File: src/rtl/instr_fetch_unit.sv
// Instruction fetch front-end: one outstanding imem read at a time, results
// buffered with their PCs in a small FIFO and handed to the core over
// valid/ready. A core redirect flushes the FIFO and squashes any in-flight read.
module instr_fetch_unit #(
  parameter int unsigned DEPTH    = 4,
  parameter logic [31:0] RESET_PC = 32'h0000_0000
) (
  input  logic        clk,
  input  logic        reset_n,
  output logic        imem_req,
  output logic [31:0] imem_addr,
  input  logic        imem_gnt,
  input  logic        imem_rvalid,
  input  logic [31:0] imem_rdata,
  input  logic        redirect_valid,
  input  logic [31:0] redirect_pc,
  output logic        instr_valid,
  output logic [31:0] instr,
  output logic [31:0] instr_pc,
  input  logic        instr_ready
);
  localparam int unsigned AW = $clog2(DEPTH);
  localparam int unsigned CW = AW + 1;
  localparam logic [CW-1:0] DEPTH_C = CW'(DEPTH);

  // DROP: a read is still in flight but its data belongs to a squashed path
  typedef enum logic [1:0] {IDLE, REQ, WAIT, DROP} state_t;

  state_t        state, state_nxt;
  logic [31:0]   fetch_pc, fetch_pc_nxt, req_pc;
  logic [CW-1:0] count, count_nxt;
  logic [AW-1:0] wr_ptr, rd_ptr;
  logic [31:0]   mem_data [DEPTH];
  logic [31:0]   mem_pc   [DEPTH];
  logic          push, pop, req_fire;

  assign imem_req    = (state == REQ);
  assign imem_addr   = fetch_pc;
  assign instr_valid = (count != '0);
  assign instr       = mem_data[rd_ptr];
  assign instr_pc    = mem_pc[rd_ptr];

  // Next-state, fetch PC and occupancy; a redirect overrides everything else
  always_comb begin
    state_nxt    = state;
    fetch_pc_nxt = fetch_pc;
    req_fire     = 1'b0;
    push         = 1'b0;
    pop          = instr_valid && instr_ready && !redirect_valid;
    case (state)
      IDLE: if (count < DEPTH_C) state_nxt = REQ;
      REQ: if (imem_gnt) begin
        req_fire     = 1'b1;
        fetch_pc_nxt = fetch_pc + 32'd4;
        state_nxt    = WAIT;
      end
      WAIT: push = imem_rvalid && !redirect_valid;
      DROP: if (imem_rvalid) state_nxt = REQ;
      default: state_nxt = IDLE;
    endcase
    count_nxt = count + CW'(push) - CW'(pop);
    // only re-request while there is guaranteed room for the answer
    if (state == WAIT && imem_rvalid)
      state_nxt = (count_nxt < DEPTH_C) ? REQ : IDLE;
    if (redirect_valid) begin
      count_nxt    = '0;
      fetch_pc_nxt = redirect_pc & ~32'h3;
      case (state)
        IDLE:    state_nxt = REQ;
        REQ:     state_nxt = imem_gnt ? DROP : REQ;
        WAIT,
        DROP:    state_nxt = imem_rvalid ? REQ : DROP;
        default: state_nxt = REQ;
      endcase
    end
  end

  // Control state, fetch PC and the PC of the read in flight
  always_ff @(posedge clk or negedge reset_n) begin
    if (!reset_n) begin
      state    <= IDLE;
      fetch_pc <= RESET_PC;
      req_pc   <= '0;
    end else begin
      state    <= state_nxt;
      fetch_pc <= fetch_pc_nxt;
      if (req_fire) req_pc <= fetch_pc;
    end
  end

  // FIFO storage and pointers; redirect rewinds both pointers to zero
  always_ff @(posedge clk or negedge reset_n) begin
    if (!reset_n) begin
      wr_ptr <= '0;
      rd_ptr <= '0;
      count  <= '0;
      for (int i = 0; i < int'(DEPTH); i++) begin
        mem_data[i] <= '0;
        mem_pc[i]   <= '0;
      end
    end else begin
      count <= count_nxt;
      if (redirect_valid) begin
        wr_ptr <= '0;
        rd_ptr <= '0;
      end else begin
        if (push) begin
          mem_data[wr_ptr] <= imem_rdata;
          mem_pc[wr_ptr]   <= req_pc;
          wr_ptr           <= wr_ptr + AW'(1);
        end
        if (pop) rd_ptr <= rd_ptr + AW'(1);
      end
    end
  end

endmodule

File: config.mk
export PLATFORM = sky130hd
export DESIGN_NAME = instr_fetch_unit
export DESIGN_NICKNAME = d
export VERILOG_FILES = /design/src/rtl/instr_fetch_unit.sv
export SDC_FILE = /design/constraint.sdc
export NUM_CORES = 1
export LEC_CHECK = 0
export ABC_AREA = 1
export BUFFER_PORTS_ARGS = -buffer_cell sky130_fd_sc_hd__clkbuf_2
export CAP_MARGIN = 10
export CORE_MARGIN = 2
export CORE_UTILIZATION = 55
export CTS_CLUSTER_DIAMETER = 100
export DETAILED_ROUTE_END_ITERATION = 7
export GPL_TIMING_DRIVEN = 0
export PLACE_DENSITY = 0.76
export REMOVE_ABC_BUFFERS = 1
export SETUP_SLACK_MARGIN = 0.2
export SLEW_MARGIN = 40
export SYNTH_ARGS = -nofsm -noshare
export SYNTH_HDL_FRONTEND = slang
export SYNTH_SLANG_ARGS = --single-unit
File: constraint.sdc
create_clock -name clk -period 6.4 [get_ports clk]
set_clock_uncertainty 0.15 [all_clocks]
set_input_delay 0 -clock clk [delete_from_list [all_inputs] [get_ports clk]]
set_output_delay 0 -clock clk [all_outputs]
set_load 0.05 [all_outputs]
==> results.toml <==
[synth]
synth_seq_cells = 317
synth.yosys.warnings = 0
post_synth_instance_area_sq_um = 14500
syn-instance-count = 1731
yosysSeqAreaShare_pct = 54.7
synth_area_per_cell_sq_um = 8.38
synth.distinct_cells = 33

[sta]
fin_crit_sh_pct = 50.2
tightest_slew_ps = 839
timing.final.setup_violations = 0
layout_min_cycle_time_ps = 3210
report.final.slew_viol_count = 0
max_clock_freq_ghz = 0.311
finalHoldViolCount = 0
unrepaired_setup_endpoints_after_global_routing = "no"
postLayoutSetupSlackWorst_ps = 3190
max_slew_margin_pct = 44.1

[place]
port_buffers = 161
detailed_place_hpwl_mm = 21.2
gp_routability_congestion = 0.870
place_ws_ps = 3840

[global_routing]
grt_max_degree = 125
grt_pass1_wl_mm = 60.5
grt-ovfl-total = 0
grt_pass1_vias = 12000
antenna_found_initial = 0
track_usage_pct = 26.6

[route]
post_drt_wl_per_cell_microns = 16.0
routed-via-count = 12400
avgViaCountPerCell = 5.48
drtPass1Iterations = 5
antenna_violating_nets_post_route = 0
drc = 0
totalWireLength_mm = 36.4
initialDrtViolationCount = 1124

[min_path]
hold_path.class = "input port to flop"
min_from = "redirect_valid"
worst_hold_path.endpoint = "count[2]$_DFF_PN0_"
hold_depth = 2

[run]
max-cap-violations = 0

[critical_path]
cp_max_fo = 65
setup.worst_path.end_class = "output port"
crit_path_max_incr_delay_ps = 700
worst-r2r-cell-count = 7
critical_path.cell_chain = "buf_12 -> clkinv_4 -> buf_16 -> o21ai_0 -> o22ai_1 -> clkbuf_2"
path_buf_inv = 4
reg2reg_slack_ps = 3560
timing.critical_path.arrival_ps = 3060
worst_setup_path_start_kind = "flop"
critical_path.reg2reg.endpoint = "imem_addr[8]$_DFFE_PN0P_"
worstPathRequired_ps = 6250
worstSetupPathType = "flop to output port"
slowest_stage = "dfrtp_4"
worstReg2RegStart = "state[0]$_DFFE_PN0P_"
timing.critical_path.max_delay_family = "buffers and inverters"

[floorplan]
core-area_sq_um = 26000
num_rows = 59
fp.dieArea_sq_um = 27700
io_pins = 168
chipWidth_microns = 166
initial_core_util_pct = 55.8
die-height_microns = 166

[clocking]
numCtsBuffers = 35
cts.reportedPaths.clkPinSlew_ps = 60
clk-insertion-delay-late_ps = 500
cts_tree = "built"
cts_max_level = 2
root_buffer = "clkbuf_16"
max-clock-path-buffers = 3
cts_sinks = 317
cts.repair_timing.setup_buffer_count = 0
cts.hold.buffers_added = 76
cts-resized-gates = 0

[finish]
antenna_cells_inserted = 0
design.final.nets = 1988
fraction_of_final_layout_cells_with_drive_strength_greater_than_1_pct = 13.1
area.growth.synth_to_final_pct = 19.6

[pwr]
worst_ir_drop_vdd_mv = 0.367
power-per-cell-area_nw_per_um2 = 451
post-layout-total-power_mw = 7.82
leakage_power_nw = 8.43

[run_status]
run_status = "completed"
[state kept, by name (all words and copies together) (netlist names)]
name       count
rd_ptr         2
mem_data     128
mem_pc       120
state          2
req_pc        30
wr_ptr         2
count          3
imem_addr     30
[per-layer routing]
layer / part of all wire, % / wire length (microns) / GRT usage, %
met5: 0 / 0 / 0
met4: 2.1 / 771 / 7.16
met3: 6.7 / 2430 / 4.16
met2: 47 / 17100 / 44.3
met1: 44 / 16000 / 36.6
[cell usage in the layout (no fill, tap or decap), drive strengths merged]
| master | count |
|---|---|
| ha | 7 |
| o21ai | 434 |
| conb | 4 |
| xnor2 | 1 |
| xor2 | 5 |
| o211ai | 1 |
| nand3 | 44 |
| o22ai | 63 |
| clkinv | 10 |
| a21oi | 4 |
| inv | 126 |
| dfrtp | 317 |
| o21bai | 4 |
| nand4 | 3 |
| fa | 1 |
| nand2 | 431 |
| nor3 | 1 |
| buf | 13 |
| bufinv | 1 |
| nor2 | 174 |
| dlygate4sd3 | 75 |
| o221ai | 2 |
| clkbuf | 214 |
[worst reg2reg max path, cell delays in order, from the launching register on]
cell	delay (ps)
dfrtp_1	400
inv_1	160
nor2_1	110
nand2_4	450
nand2_2	480
o21ai_0	340
o21bai_1	140
dlygate4sd3_1	560
[logic make-up (layout without fill, tap and decap cells)]
logic type | count (synthesis) | count (layout) | synth area share [%]
XOR/XNOR | 6 | 6 | 0.362
other | 1 | 4 | 0.0258
AND/OR/NAND/NOR | 653 | 653 | 17.8
buffers and inverters | 238 | 439 | 8.00
AO/OA/AOI/OAI | 508 | 508 | 18.4
flip-flops | 317 | 317 | 54.7
adder cells (fa/ha/maj) | 8 | 8 | 0.742
[worst max path at each step]
stage,start,end,slack [ps],depth (start not counted)
finish,rd_ptr[0]$_DFFE_PN0P_,instr_pc[27],3190,6
CTS,rd_ptr[0]$_DFFE_PN0P_,instr_pc[27],3310,6
global placement,rd_ptr[0]$_DFFE_PN0P_,instr_pc[27],-2970,4
floorplan,rd_ptr[0]$_DFFE_PN0P_,instr[0],1020,3
global route,rd_ptr[0]$_DFFE_PN0P_,instr_pc[27],3100,6
detailed placement,rd_ptr[0]$_DFFE_PN0P_,instr_pc[27],3840,6
[area by class of cell]
type	count	area, sq um
Timing Repair Buffer	249	1890
Clock inverter	9	70.1
Sequential cell	317	7940
Multi-Input combinational cell	1179	5470
Fill cell	2166	8640
Inverter	128	498
Tap cell	335	419
Clock buffer	53	1060
[power by group]
group	total [mW]	switching [mW]	internal, mW
registers	2.70	0.288	2.41
clock network	1.96	0.779	1.18
logic	3.16	2.37	0.793
[synthesized netlist by cell type]
| cell type | instances | area [sq um] |
|---|---|---|
| conb_1 | 1 | 3.75 |
| o21ai_1 | 234 | 1170 |
| inv_6 | 1 | 8.76 |
| o211ai_1 | 1 | 7.51 |
| fa_1 | 1 | 20.0 |
| o221ai_1 | 2 | 17.5 |
| nand4_1 | 2 | 12.5 |
| buf_4 | 6 | 45.0 |
| inv_4 | 1 | 6.26 |
| dfrtp_1 | 317 | 7930 |
| nor2_1 | 169 | 634 |
| buf_6 | 29 | 327 |
| ha_1 | 7 | 87.6 |
| nor2_4 | 1 | 11.3 |
| buf_2 | 16 | 80.1 |
| buf_1 | 8 | 30.0 |
| nor2_2 | 4 | 25.0 |
| nand2_4 | 4 | 45.0 |
| o22ai_1 | 63 | 394 |
| nor3_1 | 1 | 5.00 |
| nand2_2 | 1 | 6.26 |
| inv_1 | 124 | 465 |
| nand2_1 | 426 | 1600 |
| xor2_1 | 5 | 43.8 |
| clkinv_1 | 2 | 7.51 |
| a21oi_1 | 4 | 20.0 |
| clkbuf_1 | 51 | 191 |
| o21ai_0 | 192 | 961 |
| o21bai_1 | 4 | 30.0 |
| o21ai_2 | 8 | 70.1 |
| nand3_1 | 44 | 220 |
| xnor2_1 | 1 | 8.76 |
| nand4_4 | 1 | 21.3 |
[metrics by stage]
stage	instance area, sq um	hold WS, ps	util, %	instances	setup TNS, ps
finish	17300	92.2	66.8	2270	0
global route	17300	126	66.8	2270	0
CTS	17300	89.2	66.4	2267	0
detailed placement	15400	-198	59.1	2129	0
global placement	15100	63.0	58.0	2120	-663970
floorplan	13800	-446	-	1624	0
No activity file was read; power rests on OpenSTA's default activity.
